==> src/rtl/swc_pkg.sv <==
// Shared types and constants for the serial word collector.
package swc_pkg;

  typedef enum logic {
    COLLECT = 1'b0,
    PARITY  = 1'b1
  } swc_state_t;

  localparam int SWC_FIFO_DEPTH = 2;

endpackage

==> src/rtl/swc_word_fifo2.sv <==
// Two-entry word buffer with registered head/valid/full; a push into a full
// buffer is only taken when a pop happens in the same cycle.
module swc_word_fifo2
  import swc_pkg::*;
#(
  parameter int WIDTH = 8
) (
  input  logic             clk,
  input  logic             rst,
  input  logic             push,
  input  logic [WIDTH-1:0] push_data,
  input  logic             pop,
  output logic [WIDTH-1:0] head,
  output logic             valid,
  output logic             full
);

  // occ[0]: head entry valid, occ[1]: second entry valid
  logic [SWC_FIFO_DEPTH-1:0] occ;
  logic [WIDTH-1:0]          tail;
  logic                      pop_ok;

  assign pop_ok = pop && occ[0];
  assign valid  = occ[0];
  assign full   = occ[1];

  always_ff @(posedge clk) begin
    if (rst) begin
      occ  <= '0;
      head <= '0;
    end else begin
      case (occ)
        2'b00: begin
          if (push) begin
            occ[0] <= 1'b1;
            head   <= push_data;
          end
        end
        2'b01: begin
          if (pop_ok && push) begin
            head <= push_data;
          end else if (pop_ok) begin
            occ[0] <= 1'b0;
          end else if (push) begin
            occ[1] <= 1'b1;
            tail   <= push_data;
          end
        end
        2'b11: begin
          // A push without a pop is dropped here; the caller flags it.
          if (pop_ok) begin
            head <= tail;
            if (push) tail <= push_data;
            else      occ[1] <= 1'b0;
          end
        end
        default: occ <= '0;
      endcase
    end
  end

endmodule

==> src/rtl/serial_word_collector.sv <==
// Serial-to-word deserialiser with a 2-entry output buffer and sticky flags.
// Optional even-parity frame bit compiled in with `define SWC_PARITY_EN.
module serial_word_collector
  import swc_pkg::*;
#(
  parameter int WIDTH     = 8,
  parameter bit MSB_FIRST = 1'b1
) (
  input  logic             clk,
  input  logic             rst,
  input  logic             bit_in,
  input  logic             bit_valid,
  output logic [WIDTH-1:0] word_out,
  output logic             word_valid,
  input  logic             word_ready,
  input  logic             ovf_clr,
  output logic             overflow,
  output logic             busy
`ifdef SWC_PARITY_EN
  ,
  output logic             parity_err
`endif
);

  localparam int CNT_W = $clog2(WIDTH + 1);

  logic [WIDTH-1:0] shreg;
  logic [WIDTH-1:0] shreg_next;
  logic [WIDTH-1:0] push_data;
  logic [CNT_W-1:0] bit_cnt;
  logic             in_collect;
  logic             last_bit;
  logic             push;
  logic             pop;
  logic             full;
  logic             drop;

  always_comb begin
    if (MSB_FIRST) shreg_next = {shreg[WIDTH-2:0], bit_in};
    else           shreg_next = {bit_in, shreg[WIDTH-1:1]};
  end

`ifdef SWC_PARITY_EN
  swc_state_t state;
  logic       parity_bad;

  assign in_collect = (state == COLLECT);
  // The completed word waits in shreg while the parity bit is collected.
  assign push       = bit_valid && (state == PARITY);
  assign push_data  = shreg;
  assign parity_bad = ^{shreg, bit_in};
`else
  assign in_collect = 1'b1;
  assign push       = last_bit;
  assign push_data  = shreg_next;
`endif

  assign last_bit = in_collect && bit_valid && (bit_cnt == CNT_W'(WIDTH - 1));
  assign pop      = word_valid && word_ready;
  assign drop     = push && full && !pop;

  always_ff @(posedge clk) begin
    if (in_collect && bit_valid) shreg <= shreg_next;
  end

  always_ff @(posedge clk) begin
    if (rst) begin
      bit_cnt  <= '0;
      busy     <= 1'b0;
      overflow <= 1'b0;
`ifdef SWC_PARITY_EN
      state      <= COLLECT;
      parity_err <= 1'b0;
`endif
    end else begin
`ifdef SWC_PARITY_EN
      case (state)
        COLLECT: begin
          if (bit_valid) begin
            busy <= 1'b1;
            if (last_bit) begin
              bit_cnt <= '0;
              state   <= PARITY;
            end else begin
              bit_cnt <= bit_cnt + 1'b1;
            end
          end
        end
        PARITY: begin
          if (bit_valid) begin
            busy  <= 1'b0;
            state <= COLLECT;
          end
        end
        default: state <= COLLECT;
      endcase
      if (push && parity_bad) parity_err <= 1'b1;
      else if (ovf_clr)       parity_err <= 1'b0;
`else
      if (bit_valid) begin
        if (last_bit) begin
          bit_cnt <= '0;
          busy    <= 1'b0;
        end else begin
          bit_cnt <= bit_cnt + 1'b1;
          busy    <= 1'b1;
        end
      end
`endif
      if (drop)         overflow <= 1'b1;
      else if (ovf_clr) overflow <= 1'b0;
    end
  end

  swc_word_fifo2 #(.WIDTH(WIDTH)) u_fifo (
    .clk       (clk),
    .rst       (rst),
    .push      (push),
    .push_data (push_data),
    .pop       (pop),
    .head      (word_out),
    .valid     (word_valid),
    .full      (full)
  );

endmodule

==> config.mk <==
export PLATFORM = sky130hd
export DESIGN_NAME = serial_word_collector
export DESIGN_NICKNAME = d
export VERILOG_FILES = /design/src/rtl/swc_pkg.sv /design/src/rtl/swc_word_fifo2.sv /design/src/rtl/serial_word_collector.sv
export SDC_FILE = /design/constraint.sdc
export NUM_CORES = 1
export LEC_CHECK = 0
export BUFFER_PORTS_ARGS = -buffer_cell sky130_fd_sc_hd__buf_2
export CORE_UTILIZATION = 30
export DETAILED_ROUTE_END_ITERATION = 6
export GPL_TIMING_DRIVEN = 0
export PLACE_DENSITY = 0.46
export SLEW_MARGIN = 20
export SYNTH_ARGS = -nofsm -noshare
export SYNTH_HDL_FRONTEND = slang
export SYNTH_SLANG_ARGS = --single-unit
==> constraint.sdc <==
create_clock -name clk -period 2.2 [get_ports clk]
set_input_delay 0.44 -clock clk [delete_from_list [all_inputs] [get_ports clk]]
set_output_delay 0.44 -clock clk [all_outputs]
set_load 0.01 [all_outputs]
==> flow_summary.json <==
{
  "status": "completed",
  "power_w": 0.001101,
  "cts_tree": "yes",
  "critical_path_required_ns": 2.11,
  "yosys.area.top_type": "edfxtp_1",
  "cts_setup_buffers": 0,
  "cp_slowest_cell": "nor3_2",
  "ctsHoldBuffers": 0,
  "synthAdderAreaFrac": 0.009452,
  "timing.final.crit_period_ns": 1.830,
  "avgSynthCellArea_um2": 11.71,
  "viasPerCell": 4.775,
  "grt-busiest-layer": "met2",
  "path_class": "flop to flop",
  "synth_top_family_by_area": "simple AND/OR/NAND/NOR gates",
  "fmax_ghz": 0.5466,
  "dieArea_um2": 4682,
  "yosysMostFrequentCell": "dfxtp_1",
  "drv_slew": 0,
  "crit_path_max_incr_delay_ns": 0.50,
  "cp-start-kind": "flop",
  "dieWidth_um": 68.43,
  "powerDensity_nw_per_um2": 709.2,
  "io_buffers": 16,
  "clock_path_buffers": 2,
  "cp.arrival_ns": 1.74,
  "yosysTopAreaCellShare": 0.3403,
  "synth-edff-count": 15,
  "final_nets": 143,
  "netlist_area_um2": 1324,
  "setup_tns_ns": 0,
  "synthSimpleGateAreaFrac": 0.1503,
  "start_util": 0.3217,
  "drt_iter0_drc": 37,
  "grt_pass1_vias": 889,
  "use_met3": 0.05333,
  "syn_inst": 113,
  "worst-path-buf-inv": 1,
  "synth_area_leaders": "edfxtp_1, dfxtp_1, mux2_2",
  "drive_gt1_frac": 0.3212,
  "ys_top_cells_by_count": "dfxtp_1, edfxtp_1, a21oi_1",
  "syn-num-nets": 120,
  "numCtsBuffers": 5,
  "clk_pin_slew_ns": 0.07,
  "h-tree-depth": 2,
  "rows": 23,
  "period_share": 0.8316,
  "critPathTopFamily": "simple AND/OR/NAND/NOR gates",
  "muxShareOfSynthArea": 0.07561,
  "clock-root-buffer": "clkbuf_8",
  "cp_max_fo": 10,
  "leakage_nw": 0.6128,
  "wl_per_cell_um": 13.05,
  "wirelength_mm": 2.440,
  "finalSetupViolCount": 0,
  "slew_headroom": 0.5804,
  "peakVddDrop_mv": 0.3120,
  "dp_hpwl_mm": 1.725,
  "synth_async_sr_flop_share": 0,
  "route.detailed.drc": 0,
  "grt-ovfl-total": 0,
  "final_hold_viol_count": 0,
  "grt_max_degree": 11,
  "synth_compound_gate_area_share": 0.1352,
  "gr-usage-all-layers": 0.1288,
  "io_pins": 17,
  "cp-end-kind": "flop",
  "synth-main-ff-cell": "dfxtp_1",
  "ys_ff_latch": 31,
  "synthXorXnorAreaFrac": 0.01323,
  "holdWs_ns": 0.3778,
  "area_delta_synth_final_pct": 17.30,
  "die_y_um": 68.43,
  "crit_chain": "clkbuf_1 > xor2_1 > nor3_2",
  "drt-pass1-iter-count": 4,
  "grt_pass1_wl_mm": 4.202,
  "finClkSkew_ns": 0.006166,
  "tightest_slew_ns": 0.6260,
  "vias": 893,
  "clock-sinks": 31,
  "place.gp.congestion": 0.6639,
  "hold_class": "input port to flop",
  "cts_resized": 0,
  "ys_seq_area_frac": 0.5822,
  "max_cap_viol_count": 0,
  "clock_latency_ns": 0.28,
  "coreArea_um2": 4115,
  "rsz0062_at_grt": "false",
  "diodes": 0,
  "grt_use_met2": 0.2010,
  "ys_types": 30,
  "ant_nets": 0,
  "antenna_found_initial": 0,
  "ys_warn_count": 0,
  "fill_cells": 403,
  "grtUsageMet1": 0.1476
}
[layout by cell type, fill, tap and decap left out, drive strengths merged]
master,count
buf,20
dfxtp,16
edfxtp,15
a21oi,12
clkbuf,11
nand3,8
a21bo,8
nor2b,8
mux2,8
nor2,5
nand2,4
nand2b,2
xor2,2
inv,2
o21ai,2
nor3,2
nand4b,1
and4b,1
and2,1
o22ai,1
or2b,1
nand4,1
or3,1
a32oi,1
mux2i,1
nand3b,1
ha,1
clkinv,1
[power by group]
group | internal, W | switching, W
Combinational | 0.0000232 | 0.0000247
Clock | 0.000222 | 0.000205
Sequential | 0.000619 | 0.00000844
Total | 0.000863 | 0.000238
[worst register-to-register path: cells and delay by family, from the launching register on]
family | cells | cell delay [ns]
buf+inv | 1 | 0.38
simple gates | 1 | 0.50
flops | 1 | 0.44
xor+xnor | 1 | 0.14
[per-stage QoR]
stage                     instance area [um^2]  instances    util  worst slack [ns]
after floorplan                           1324        113       -            0.3958
after global placement                    1466        179  0.3563           -0.1081
after detailed placement                  1466        179  0.3563           -0.1447
after CTS                                 1548        187  0.3761          0.002933
after global routing                      1553        187  0.3773            0.2731
final                                     1553        187  0.3773            0.3704
[flip-flops by register name (all words and copies together), names as in the netlist]
name / count
u_fifo.tail: 8
shreg: 7
u_fifo.head: 8
u_fifo.occ: 2
bit_cnt: 4
busy: 1
overflow: 1
[cell families after synthesis]
group,Yosys count
compound gates,24
xor+xnor,2
fa+ha+maj,1
buf+inv,10
flops,31
mux,9
simple gates,36
[path summary, 6_finish.rpt]
check | startpoint | endpoint | slack [ns] | cells past startpoint
worst max-delay path | u_fifo.occ[1] | u_fifo.tail[6] | 0.37 | 3
worst min-delay path | bit_in | u_fifo.tail[0] | 0.38 | 1
worst max register to register | u_fifo.occ[1] | u_fifo.tail[6] | 0.37 | 3
worst min register to register | shreg[6] | u_fifo.tail[7] | 0.45 | 0
[cell type report]
| class | count | area, um^2 | area share |
|---|---|---|---|
| inverters | 2 | 7.507 | 0.004835 |
| multi-input cells | 72 | 513.0 | 0.3304 |
| well taps | 50 | 62.56 | 0.04029 |
| plain buffers | 8 | 37.54 | 0.02417 |
| clock inverters | 1 | 5.005 | 0.003223 |
| repair buffers | 16 | 80.08 | 0.05157 |
| flip-flops and latches | 31 | 770.7 | 0.4964 |
| clock buffers | 7 | 76.32 | 0.04915 |
[routing by layer]
layer  routed length, um  up-vias
met2                1099       26
met4                  58        0
met3                 152        6
li1                    -      450
met1                1130      411
met5                   0        -
No activity file was read; power rests on OpenSTA's default activity.
